===== src/rtl/updown_mod_counter.sv =====
// Modulo up/down counter field for the timer datapath: run-time trimmable upper bound,
// parallel load, cascade carry/borrow, registered BCD image and optional button auto-repeat.
module updown_mod_counter #(
    parameter int WIDTH        = 8,
    parameter int MIN_VAL      = 0,
    parameter int MAX_VAL      = 59,
    parameter int MODE         = 1,
    parameter int HOLD_TICKS   = 500,
    parameter int REPEAT_TICKS = 100
) (
    input  logic             clk,
    input  logic             rst,
    input  logic             EN,
    input  logic             up,
    input  logic             down,
    input  logic             cin,
    input  logic             load,
    input  logic [WIDTH-1:0] din,
    input  logic [WIDTH-1:0] lim,
    output logic [WIDTH-1:0] out,
    output logic [7:0]       bcd,
    output logic             carry,
    output logic             borrow
);
    localparam logic [WIDTH-1:0] MIN_W   = WIDTH'(MIN_VAL);
    localparam logic [WIDTH-1:0] MAX_W   = WIDTH'(MAX_VAL);
    localparam logic [7:0]       BCD_MIN = 8'(((MIN_VAL / 10) * 16) + (MIN_VAL % 10));

    logic [WIDTH-1:0] out_reg, out_next;
    logic [7:0]       bcd_reg, bcd_next;
    logic             carry_reg, carry_next;
    logic             borrow_reg, borrow_next;
    logic [WIDTH-1:0] emax;
    logic             dir_up, dir_dn;
    logic             step, step_up;
    logic [7:0]       bin;
    logic [8:0]       ge_ten;
    logic [3:0]       tens;
    logic [3:0]       ones;

    // Both buttons pressed cancel out and count as no direction.
    assign dir_up = up & ~down;
    assign dir_dn = down & ~up;

    always_comb begin
        emax = (lim < MAX_W) ? lim : MAX_W;
        if (emax < MIN_W) begin
            emax = MIN_W;
        end
    end

    generate
        if (MODE == 0) begin : g_level
            assign step    = EN & (dir_up | dir_dn);
            assign step_up = dir_up;
        end else begin : g_edge
            localparam int TICK_MAX = (HOLD_TICKS > REPEAT_TICKS) ? HOLD_TICKS : REPEAT_TICKS;
            localparam int CW       = $clog2(TICK_MAX + 1);
            localparam logic [CW-1:0] HOLD_C = CW'(HOLD_TICKS);
            localparam logic [CW-1:0] REP_C  = CW'(REPEAT_TICKS);

            typedef enum logic [1:0] {IDLE, HOLD, REPEAT} state_t;

            state_t        state_reg;
            logic          dir_reg;
            logic [CW-1:0] cnt_reg;
            logic          same_dir;

            // dir_reg remembers the latched direction: 1 = up, 0 = down.
            assign same_dir = (dir_up & dir_reg) | (dir_dn & ~dir_reg);

            // The step decision must act on the same edge as the FSM update,
            // otherwise the first press would reach out one clock late.
            always_comb begin
                step    = 1'b0;
                step_up = dir_up;
                if (EN) begin
                    case (state_reg)
                        IDLE:    step = dir_up | dir_dn;
                        HOLD:    step = same_dir && (cnt_reg == HOLD_C);
                        REPEAT:  step = same_dir && (cnt_reg == REP_C);
                        default: step = 1'b0;
                    endcase
                end
            end

            always_ff @(posedge clk) begin
                if (rst) begin
                    state_reg <= IDLE;
                    dir_reg   <= 1'b0;
                    cnt_reg   <= '0;
                end else if (EN && !load) begin
                    case (state_reg)
                        IDLE: begin
                            if (dir_up | dir_dn) begin
                                dir_reg   <= dir_up;
                                cnt_reg   <= CW'(1);
                                state_reg <= HOLD;
                            end
                        end
                        HOLD: begin
                            if (!same_dir) begin
                                cnt_reg   <= '0;
                                state_reg <= IDLE;
                            end else if (cnt_reg == HOLD_C) begin
                                cnt_reg   <= CW'(1);
                                state_reg <= REPEAT;
                            end else begin
                                cnt_reg <= cnt_reg + CW'(1);
                            end
                        end
                        REPEAT: begin
                            if (!same_dir) begin
                                cnt_reg   <= '0;
                                state_reg <= IDLE;
                            end else if (cnt_reg == REP_C) begin
                                cnt_reg <= CW'(1);
                            end else begin
                                cnt_reg <= cnt_reg + CW'(1);
                            end
                        end
                        default: begin
                            cnt_reg   <= '0;
                            state_reg <= IDLE;
                        end
                    endcase
                end
            end
        end
    endgenerate

    // Range checks precede the +/-1, so the arithmetic never leaves [MIN_VAL, emax].
    always_comb begin
        out_next    = out_reg;
        carry_next  = 1'b0;
        borrow_next = 1'b0;
        if (load) begin
            if (din < MIN_W) begin
                out_next = MIN_W;
            end else if (din > emax) begin
                out_next = emax;
            end else begin
                out_next = din;
            end
        end else if (out_reg > emax) begin
            out_next = emax;
        end else if (cin || (step && step_up)) begin
            if (out_reg == emax) begin
                out_next   = MIN_W;
                carry_next = 1'b1;
            end else begin
                out_next = out_reg + WIDTH'(1);
            end
        end else if (step) begin
            if (out_reg == MIN_W) begin
                out_next    = emax;
                borrow_next = 1'b1;
            end else begin
                out_next = out_reg - WIDTH'(1);
            end
        end
    end

    // Count values never exceed 99, so an 8-bit image is enough for the BCD split.
    assign bin = 8'(out_next);

    genvar gi;
    for (gi = 0; gi < 9; gi++) begin : g_ten
        assign ge_ten[gi] = (bin >= 8'(10 * (gi + 1)));
    end

    always_comb begin
        tens = 4'd0;
        for (int k = 0; k < 9; k++) begin
            tens = tens + {3'b000, ge_ten[k]};
        end
        ones     = 4'(bin - (8'(tens) * 8'd10));
        bcd_next = {tens, ones};
    end

    always_ff @(posedge clk) begin
        if (rst) begin
            out_reg    <= MIN_W;
            bcd_reg    <= BCD_MIN;
            carry_reg  <= 1'b0;
            borrow_reg <= 1'b0;
        end else begin
            out_reg    <= out_next;
            bcd_reg    <= bcd_next;
            carry_reg  <= carry_next;
            borrow_reg <= borrow_next;
        end
    end

    assign out    = out_reg;
    assign bcd    = bcd_reg;
    assign carry  = carry_reg;
    assign borrow = borrow_reg;

endmodule


===== config.mk =====
export PLATFORM = sky130hd
export DESIGN_NAME = updown_mod_counter
export DESIGN_NICKNAME = d
export VERILOG_FILES = /design/src/rtl/updown_mod_counter.sv
export SDC_FILE = /design/constraint.sdc
export NUM_CORES = 1
export LEC_CHECK = 0
export ABC_AREA = 1
export BUFFER_PORTS_ARGS = -buffer_cell sky130_fd_sc_hd__buf_4
export CORE_ASPECT_RATIO = 1.75
export CORE_MARGIN = 3
export CORE_UTILIZATION = 47
export DETAILED_ROUTE_END_ITERATION = 8
export PLACE_DENSITY_LB_ADDON = 0.2
export SYNTH_ARGS = -nofsm -noshare
export SYNTH_HDL_FRONTEND = slang
export SYNTH_SLANG_ARGS = --single-unit

===== constraint.sdc =====
create_clock -name clk -period 8.5 [get_ports clk]
set_clock_uncertainty 0.05 [all_clocks]
set_input_delay 1.275 -clock clk [delete_from_list [all_inputs] [get_ports clk]]
set_output_delay 1.275 -clock clk [all_outputs]
set_load 0.05 [all_outputs]

Word level (Yosys, flattened, before mapping). Index checks and enable logic that the tools add are counted.

Add/sub/neg operators: 12. Bitwise gates (word level): 11. Multiplexer cells: 25. Multipliers: 1. Shift operators: 0. Magnitude comparators: 14. Reduce and logical (&&, ||, !) cells: 13. Div/mod/pow operators: 0. Eq/ne operators: 8.

Operators with widths (count): 2-to-1 mux 8 bit (10); 2-to-1 mux 9 bit (5); one-hot mux 9 bit (3 select lines) (1); greater-or-equal comparator 8 x 6 -> 1 bit (second input constant) (3); greater-or-equal comparator 8 x 7 -> 1 bit (second input constant) (3); adder 4 x 1 -> 4 bit (5); greater-or-equal comparator 8 x 5 -> 1 bit (second input constant) (2); greater-than comparator 8 bit (2); < comparator 8 x 1 -> 1 bit (second input constant) (2); adder 9 x 1 -> 9 bit (second input constant) (1); == test 9 x 7 -> 1 bit (second input constant) (1); == test 9 bit (second input constant) (1); adder 8 x 1 -> 8 bit (second input constant) (1); == test 8 bit (1); greater-or-equal comparator 8 x 4 -> 1 bit (second input constant) (1); zero test 8 bit (1); < comparator 8 x 6 -> 1 bit (second input constant) (1); 2-to-1 mux 2 bit (4); subtractor 8 x 1 -> 8 bit (second input constant) (1); one-hot mux 2 bit (3 select lines) (1); NOT 1 bit (5); OR reduction 5 bit (1); adder 3 x 1 -> 4 bit (1); bitwise AND 1 bit (4); 19 further kinds (26).

Input port bits: 23. ROM bits: 0. Memories: 0. Logic and storage cells: 91. Register bits after elaboration: 30. Output and inout bits: 18. Bits in latches: 0. Memory bits (writable): 0.

Depth between registers and ports, before layout. Gate-level depths: netlist of the first run.

Word-level depth: 23. Gate-level depth with buffers: 39. Depth with buffers taken out: 39.

Worst setup path after synthesis of the first run. Ideal clock, no wire load.

Path kind: in2reg. Start: in lim[1]. End: reg bcd_reg[3] (netlist: bcd[3]). Stages on the path: 35. Buffers on the path: 0. Data required time: 8327 ps. Setup time: 123 ps. Path slack: 1551 ps. Arrival: 6776 ps. Cell sequence: nand2_1 > nand2_1 > nand3_1 > nand2_1 > nor2_1 > ha_1 > a21oi_1 > o21ai_0 > nand2_1 > nand3_1 > nand2_2 > inv_1 > nor2_4 > nand2_1 > nand2_2 > inv_1 > nand2_4 > inv_2 > nand2_2 > nor2_2 > nand2_1 > inv_1 > fa_1 > inv_1 > fa_1 > inv_1 > fa_1 > fa_1 > fa_1 > fa_1 > xnor2_1 > xor2_1 > inv_1 > o21ai_0 > a21oi_1.

Cells in the longest elaborated chain, start to end: 20. Elaborated cells on any way between the ends: 34. Those cells by class: 9 x add/sub; 1 x mul; 13 x order compare; 1 x eq/ne; 10 x mux.

RTL lines: start, declared (line 19) `input logic [WIDTH-1:0] lim,`; < comparator 8 x 6 -> 1 bit (line 46) `emax = (lim < MAX_W) ? lim : MAX_W;`; 2-to-1 mux 8 bit * (line 46); < comparator 8 x 1 -> 1 bit (line 47) `if (emax < MIN_W) begin`; 2-to-1 mux 8 bit * (line 47); parallel branches: the longest is 4 deep, another holds greater-than comparator 8 bit; 2-to-1 mux 8 bit * (line 137) `if (load) begin`; greater-or-equal comparator 8 x 4 -> 1 bit or greater-or-equal comparator 8 x 5 -> 1 bit (tied branches) (line 169) `assign ge_ten[gi] = (bin >= 8'(10 * (gi + 1)));`; adder 1 x 1 -> 2 bit (line 175) `tens = tens + {3'b000, ge_ten[k]};`; adder 2 x 1 -> 3 bit (line 175); adder 3 x 1 -> 4 bit (line 175); adder 4 x 1 -> 4 bit (5 in series) (line 175); multiplier 4 x 3 -> 3 bit (line 177) `ones = 4'(bin - (8'(tens) * 8'd10));`; subtractor 4 bit * (line 177); end signal, assigned (line 189) `bcd_reg <= bcd_next;`; end, declared (line 30) `logic [7:0] bcd_reg, bcd_next;`.

Every way passes the cells marked *. A chain may end at the register's enable or synchronous reset.

Worst setup path in the final report of the first run. Ends and elaborated chain as after synthesis.

==> results of run 1 <==
==> cell type report <==
cell class / instances / area [um2] / share of cell area, %
multi-input cells: 347 / 2040 / 59.4
clock inverters: 3 / 65.1 / 1.90
inverters: 74 / 278 / 8.11
repair buffers: 40 / 300 / 8.77
well taps: 78 / 97.6 / 2.85
clock buffers: 5 / 68.8 / 2.01
flip-flops and latches: 29 / 581 / 16.9
==> power groups by stage <==
| stage | Sequential (mW) | Clock, mW | Combinational (mW) |
|---|---|---|---|
| after floorplan | 0.228 | 0 | 0.296 |
| after global placement | 0.174 | 0 | 0.435 |
| final | 0.170 | 0.171 | 0.445 |
| after detailed placement | 0.174 | 0 | 0.445 |
| after global routing | 0.173 | 0.181 | 0.504 |
| after CTS | 0.171 | 0.174 | 0.448 |
==> Yosys cell counts <==
cell                       count
sky130_fd_sc_hd__dfxtp_1      29
sky130_fd_sc_hd__o21bai_2      1
sky130_fd_sc_hd__nand3b_1      2
sky130_fd_sc_hd__buf_2         1
sky130_fd_sc_hd__a31oi_1       3
sky130_fd_sc_hd__buf_4         2
sky130_fd_sc_hd__nand2_2      10
sky130_fd_sc_hd__nor2_4        2
sky130_fd_sc_hd__nor4_1        3
sky130_fd_sc_hd__fa_1          6
sky130_fd_sc_hd__xor2_1       14
sky130_fd_sc_hd__a211oi_1      1
sky130_fd_sc_hd__a21oi_4       2
sky130_fd_sc_hd__clkbuf_1      3
sky130_fd_sc_hd__clkbuf_2      1
sky130_fd_sc_hd__o211ai_1      1
sky130_fd_sc_hd__nand2_1     105
sky130_fd_sc_hd__nor2_1       63
sky130_fd_sc_hd__buf_6         1
sky130_fd_sc_hd__nor3b_1       1
sky130_fd_sc_hd__o21a_1        1
sky130_fd_sc_hd__nand3_2       4
sky130_fd_sc_hd__nor3b_2       1
sky130_fd_sc_hd__nor3_2        1
sky130_fd_sc_hd__inv_2         4
sky130_fd_sc_hd__a41oi_1       1
sky130_fd_sc_hd__a221oi_1      2
sky130_fd_sc_hd__nor3_1        5
sky130_fd_sc_hd__conb_1        1
sky130_fd_sc_hd__nand3_1      29
sky130_fd_sc_hd__o21ai_0      21
sky130_fd_sc_hd__clkinv_1      1
sky130_fd_sc_hd__nand4_1       3
sky130_fd_sc_hd__buf_8         1
sky130_fd_sc_hd__ha_1         26
sky130_fd_sc_hd__o21ai_1       4
sky130_fd_sc_hd__a21oi_1      19
sky130_fd_sc_hd__nor2_2        6
sky130_fd_sc_hd__inv_1        69
sky130_fd_sc_hd__xnor2_1       1
sky130_fd_sc_hd__o21ai_2       2
sky130_fd_sc_hd__nand2_4       5
==> cells by family (layout without fill, tap and decap cells) <==
logic type | Yosys count | after routing
xor gates and xnor gates | 15 | 15
buffers and inverters | 83 | 122
other | 1 | 2
and+or+nand+nor | 240 | 240
AOI/OAI and AO/OA | 58 | 58
adders and majority gates | 32 | 32
DFF | 29 | 29
==> layout by cell type (no fill, tap or decap) <==
cell                          n
sky130_fd_sc_hd__nor2_1      63
sky130_fd_sc_hd__nand2_2     10
sky130_fd_sc_hd__nor3b_2      1
sky130_fd_sc_hd__dfxtp_1     29
sky130_fd_sc_hd__nand3b_1     2
sky130_fd_sc_hd__nand2_4      5
sky130_fd_sc_hd__a21oi_1     19
sky130_fd_sc_hd__nor2_4       2
sky130_fd_sc_hd__a31oi_1      3
sky130_fd_sc_hd__xor2_1      14
sky130_fd_sc_hd__fa_1         6
sky130_fd_sc_hd__nor4_1       3
sky130_fd_sc_hd__ha_1        26
sky130_fd_sc_hd__o211ai_1     1
sky130_fd_sc_hd__a41oi_1      1
sky130_fd_sc_hd__nor3_2       1
sky130_fd_sc_hd__clkinv_1     1
sky130_fd_sc_hd__clkbuf_8     5
sky130_fd_sc_hd__inv_2        4
sky130_fd_sc_hd__nor3_1       5
sky130_fd_sc_hd__o21ai_0     21
sky130_fd_sc_hd__clkinv_2     1
sky130_fd_sc_hd__o21a_1       1
sky130_fd_sc_hd__o21bai_2     1
sky130_fd_sc_hd__conb_1       2
sky130_fd_sc_hd__nand2_1    105
sky130_fd_sc_hd__a21oi_4      2
sky130_fd_sc_hd__nand4_1      3
sky130_fd_sc_hd__a211oi_1     1
sky130_fd_sc_hd__nand3_1     29
sky130_fd_sc_hd__bufinv_16    2
sky130_fd_sc_hd__buf_4       40
sky130_fd_sc_hd__nor2_2       6
sky130_fd_sc_hd__inv_1       69
sky130_fd_sc_hd__o21ai_2      2
sky130_fd_sc_hd__nor3b_1      1
sky130_fd_sc_hd__nand3_2      4
sky130_fd_sc_hd__a221oi_1     2
sky130_fd_sc_hd__o21ai_1      4
sky130_fd_sc_hd__xnor2_1      1
==> final timing paths <==
path	endpoint	cells past startpoint
max	bcd[3]	34
min	g_edge.dir_reg	2
max reg2reg	bcd[3]	29
min reg2reg	g_edge.dir_reg	2
==> critical path, delay by kind of cell <==
family | cells | cell delay (ps)
buffers and inverters | 6 | 490
and+or+nand+nor | 14 | 1650
xor gates and xnor gates | 2 | 320
AOI/OAI and AO/OA | 5 | 610
adders and majority gates | 7 | 3210
==> per-stage QoR <==
| step | worst slack, ps | cells | utilization [%] |
|---|---|---|---|
| after floorplan | 1550 | 459 | - |
| after global placement | 838 | 568 | 55.1 |
| after detailed placement | 773 | 568 | 55.1 |
| after CTS | 1070 | 576 | 57.4 |
| after global routing | 607 | 576 | 57.4 |
| final | 1040 | 576 | 57.4 |
==> layer usage <==
layer,track usage (%),wire (um)
met1,20.7,2730
met2,39.5,4070
met3,3.14,265
met4,13.7,388
met5,0,0
==> impl_metrics.yaml, run 1 <==
die:
  num_io_pins: 41
  floorplan.initialDensity_pct: 49.4
  die_h_um: 111
  die_width_um: 65.9
  placement_rows: 37
  die-area_mm2: 0.00731
  placeableCoreArea_mm2: 0.00597
pwr:
  clkPwrFrac_pct: 21.7
  power.switching_mw: 0.346
  power.share.switching_pct: 44.0
  power_report.internal_total_mw: 0.440
  worst_vdd_drop_v: 0.000203
  total_power_mw: 0.787
  pwr-share-comb_pct: 56.6
  cellPowerDensity_mw_per_mm2: 230
  power_share_of_the_sequential_group_pct: 21.7
  leakagePower_nw: 1.71
timing:
  slew_viol_final: 0
  rsz0062_at_grt: "no"
  top_achievable_clock_speed_mhz: 134
  final-hold-violation-count: 0
  setup_tns_after_final_layout_ps: 0
  transition_time_at_the_pin_with_the_least_slew_margin_ps: 631
  worst_slew_margin_rel_pct: 57.8
  min_cycle_time_layout_ps: 7460
  final.period_utilization_pct: 87.8
  setup_viol: 0
  worst_hold_slack_ps: 440
routing:
  ant_nets: 0
  drt-pass1-iter-count: 4
  routed-via-count: 2932
  detail_route.iter0.violations: 118
  via_per_inst: 5.09
  wirelength_um: 7460
  wl_per_cell_um: 12.9
  post-route-drc-count: 0
run_status:
  outcome: "finished, final reports clean"
placement:
  detailed_place.area_mm2: 0.00329
  dp.final_hpwl_um: 6180
  placer_s_final_routability_congestion_estimate: 0.939
  port-buffer-count: 40
synthesis:
  synth.lib_cells_used.distinct: 42
  synthSimpleGateAreaFrac_pct: 37.3
  synth_top_family_by_area: "simple AND/OR/NAND/NOR gates"
  synth.ff_latch_count: 29
  postSynthAreaPerCell_um2: 6.45
  mappedNetlistArea_mm2: 0.00295
  syn_inst: 458
  yosysWarningCount: 0
  synth-compound-area-share_pct: 11.8
  seq_area_frac_synth_pct: 19.7
  synthXorXnorAreaFrac_pct: 4.45
  post_synth_fa_ha_maj_area_fraction_pct: 15.1
  synth.top_cells.by_area: "sky130_fd_sc_hd__dfxtp_1 20%, sky130_fd_sc_hd__nand2_1 13%, sky130_fd_sc_hd__ha_1 11%, sky130_fd_sc_hd__inv_1 8.8%, sky130_fd_sc_hd__nor2_1 8.0%"
  synth.top_cell.area_share_pct: 19.7
  synth.area.mux_share_pct: 0
  yosysTopAreaCell: "sky130_fd_sc_hd__dfxtp_1"
global_routing:
  grt.total_usage_pct: 21.3
  global_route_congestion_overflow_total: 0
  vias_in_the_first_global_route: 2880
  number_of_antenna_violations_at_the_first_check_in_global_routing: 0
  grt_start_max_net_pins: 21
  first_pass_grt_wire_length_um: 12300
setup_path:
  startpoint_type: "input port"
  worst_setup_path_startpoint: "lim[1]"
  critical-path-top-cell-by-count: "sky130_fd_sc_hd__nand2_1"
  critPathMaxStageDelay_ps: 520
  setup.worst_path.class: "input port to flop"
  path_max_fanout: 11
  critPathArrivalTime_ps: 7580
  timing.critical_path.to_type: "flop"
  crit_required_ps: 8610
  rr_startpoint: "out[0]"
  crit_slowest_cell: "sky130_fd_sc_hd__fa_1"
  reg2reg_slack_ps: 2150
clock_tree:
  cts_max_path_buffers: 2
  cts_hold_repair.buffers: 0
  post_cts_buffers: 0
  clock_insertion_delay_worst_skew_ps: 280
  cts_repair_resize_count: 0
  cts_root_buffer: "sky130_fd_sc_hd__clkbuf_8"
  htree_levels: 2
  numClockSinks: 29
  cts_tree: "built"
  numCtsBuffers: 5
  cts.clk_slew.worst_paths_ps: 60
worst_hold_path:
  min_from: "g_edge.dir_reg"
  hold_path_class: "flop to flop"
final_layout:
  antenna-diode-count: 0
  synthToLayoutAreaGrowth_pct: 16.0
  drive_above_1_share_pct: 17.3
  layout.filler_cells: 617
  largest_reg_flops: 9
  finish.instance_area_mm2: 0.00343
  final_net_count: 552
flow_run:
  total_of_max_cap_violations: 0
Note: power is estimated with default switching activity, not from simulation.
==> inputs of run 2 (changes only) <==
--- a/config.mk
+++ b/config.mk
@@ -10,8 +10,9 @@
 export CORE_ASPECT_RATIO = 1.75
 export CORE_MARGIN = 3
 export CORE_UTILIZATION = 47
+export CTS_CLUSTER_SIZE = 16
 export DETAILED_ROUTE_END_ITERATION = 8
-export PLACE_DENSITY_LB_ADDON = 0.2
+export PLACE_DENSITY = 0.67
 export SYNTH_ARGS = -nofsm -noshare
 export SYNTH_HDL_FRONTEND = slang
 export SYNTH_SLANG_ARGS = --single-unit
==> run 2 against run 1 <==
First-iteration DRC count decreased by 8.5%. Total power decreased by 3.3%. Fmax increased by 0.43%. Sequential cell count unchanged. Via count decreased by 0.68%. Combinational power about the same. Register-to-register slack got worse by 80 ps. Largest power group unchanged.
==> impl_metrics.yaml, run 2 (synthesis results as in run 1) <==
placement:
  dp.final_hpwl_um: 6310
  port-buffer-count: 40
  post-place-cells: 568
  placer_s_final_routability_congestion_estimate: 0.952
  detailed_place.area_mm2: 0.00329
final_layout:
  layout.filler_cells: 623
  post_layout_nonfiller_instances: 576
  synthToLayoutAreaGrowth_pct: 15.4
  post-route-util_pct: 57.1
  mostFrequentLayoutCell: "sky130_fd_sc_hd__nand2_1"
  final_net_count: 552
  antenna-diode-count: 0
  drive_above_1_share_pct: 17.3
  final_cell_mix: "105 x sky130_fd_sc_hd__nand2_1, 69 x sky130_fd_sc_hd__inv_1, 63 x sky130_fd_sc_hd__nor2_1, 40 x sky130_fd_sc_hd__buf_4"
  ff_latch_area_um2: 581
  multi_input_area_mm2: 0.00204
  finish.instance_area_mm2: 0.00341
  largest_reg_flops: 9
die:
  placement_rows: 37
  placeableCoreArea_mm2: 0.00597
  num_io_pins: 41
  die-area_mm2: 0.00731
  die_h_um: 111
  floorplan.initialDensity_pct: 49.4
  die_width_um: 65.9
routing:
  ant_nets: 0
  via_per_inst: 5.06
  wl_per_cell_um: 13.2
  wirelength_um: 7610
  drt-pass1-iter-count: 4
  routed-via-count: 2912
  post-route-drc-count: 0
  detail_route.iter0.violations: 108
timing:
  setup_viol: 0
  final-hold-violation-count: 0
  min_cycle_time_layout_ps: 7430
  transition_time_at_the_pin_with_the_least_slew_margin_ps: 654
  rsz0062_at_grt: "no"
  top_achievable_clock_speed_mhz: 135
  final.period_utilization_pct: 87.4
  slew_viol_final: 0
  setup_tns_after_final_layout_ps: 0
  worst_slew_margin_rel_pct: 56.2
clock_tree:
  cts_max_path_buffers: 2
  post_cts_buffers: 0
  cts_tree: "built"
  cts_repair_resize_count: 0
  cts.clk_slew.worst_paths_ps: 70
  numClockSinks: 29
  cts_root_buffer: "sky130_fd_sc_hd__clkbuf_8"
  cts_hold_repair.buffers: 0
  htree_levels: 2
  numCtsBuffers: 5
  clock_insertion_delay_worst_skew_ps: 290
worst_hold_path:
  min_from: "g_edge.dir_reg"
  hold_crit_endpoint: "g_edge.dir_reg"
  hold_path_class: "flop to flop"
  hold_depth: 2
setup_path:
  timing.rr.end: "bcd[3]"
  critPathMaxStageDelay_ps: 530
  reg2reg_slack_ps: 2070
  setup.worst_path.class: "input port to flop"
  critical-path-top-cell-by-count: "sky130_fd_sc_hd__nand2_1"
  startpoint_type: "input port"
  r2r_worst_path_depth: 29
  critPathArrivalTime_ps: 7560
  crit_required_ps: 8620
  path_max_fanout: 11
  timing.critical_path.to_type: "flop"
  rr_startpoint: "out[0]"
  crit_slowest_cell: "sky130_fd_sc_hd__fa_1"
pwr:
  cellPowerDensity_mw_per_mm2: 223
  worst_vdd_drop_v: 0.000176
  total_power_mw: 0.761
  leakagePower_nw: 1.70
global_routing:
  vias_in_the_first_global_route: 2937
  global_route_congestion_overflow_total: 0
  number_of_antenna_violations_at_the_first_check_in_global_routing: 0
  grt_start_max_net_pins: 21
  first_pass_grt_wire_length_um: 12900
  grt.total_usage_pct: 22.3
flow_run:
  total_of_max_cap_violations: 0
run_status:
  outcome: "finished, final reports clean"
## run 2: worst max path at each step
stage | from | to | slack [ps] | cells after the start
6_report | lim[1] | bcd[3] | 1070 | 33
3_5_place_dp | lim[1] | bcd[3] | 720 | 33
2_1_floorplan | lim[1] | bcd[3] | 1550 | 35
4_1_cts | lim[1] | bcd[3] | 1020 | 33
5_1_grt | lim[3] | bcd[3] | 480 | 34
3_3_place_gp | lim[1] | bcd[3] | 910 | 33
## run 2: power by group
part / leakage [nW] / internal [mW] / switching [mW]
clock network: 0.0543 / 0.0876 / 0.0601
logic: 1.41 / 0.166 / 0.277
registers: 0.238 / 0.157 / 0.0134
total: 1.70 / 0.411 / 0.350
## run 2: area by class of cell
class	instances	area share, %
inverter	74	8.15
clock buffer	5	2.02
multi-input combinational	347	59.8
sequential	29	17.0
timing repair buffer	40	8.81
tap	78	2.86
clock inverter	3	1.36
## run 2: worst max-delay path: cells and delay by family
family | cells | cell delay, ps
buffers and inverters | 6 | 500
AND/OR/NAND/NOR | 13 | 1530
adder cells (fa/ha/maj) | 7 | 3250
AO/OA/AOI/OAI | 5 | 610
XOR/XNOR | 2 | 340
## run 2: layer usage
layer | global-route usage [%] | up-vias | part of all wire [%] | wire [um]
li1 | - | 1522 | - | -
met1 | 22.0 | 1308 | 35 | 2700
met2 | 43.6 | 63 | 58 | 4400
met3 | 3.25 | 19 | 3.7 | 279
met4 | 9.14 | 0 | 3.1 | 236
met5 | 0 | - | 0 | 0
## run 2: stage by stage
stage,setup slack [ps],hold WS (ps)
2_1_floorplan,1550,403
3_3_place_gp,908,417
3_5_place_dp,717,431
4_1_cts,1020,444
5_1_grt,476,487
6_report,1070,440
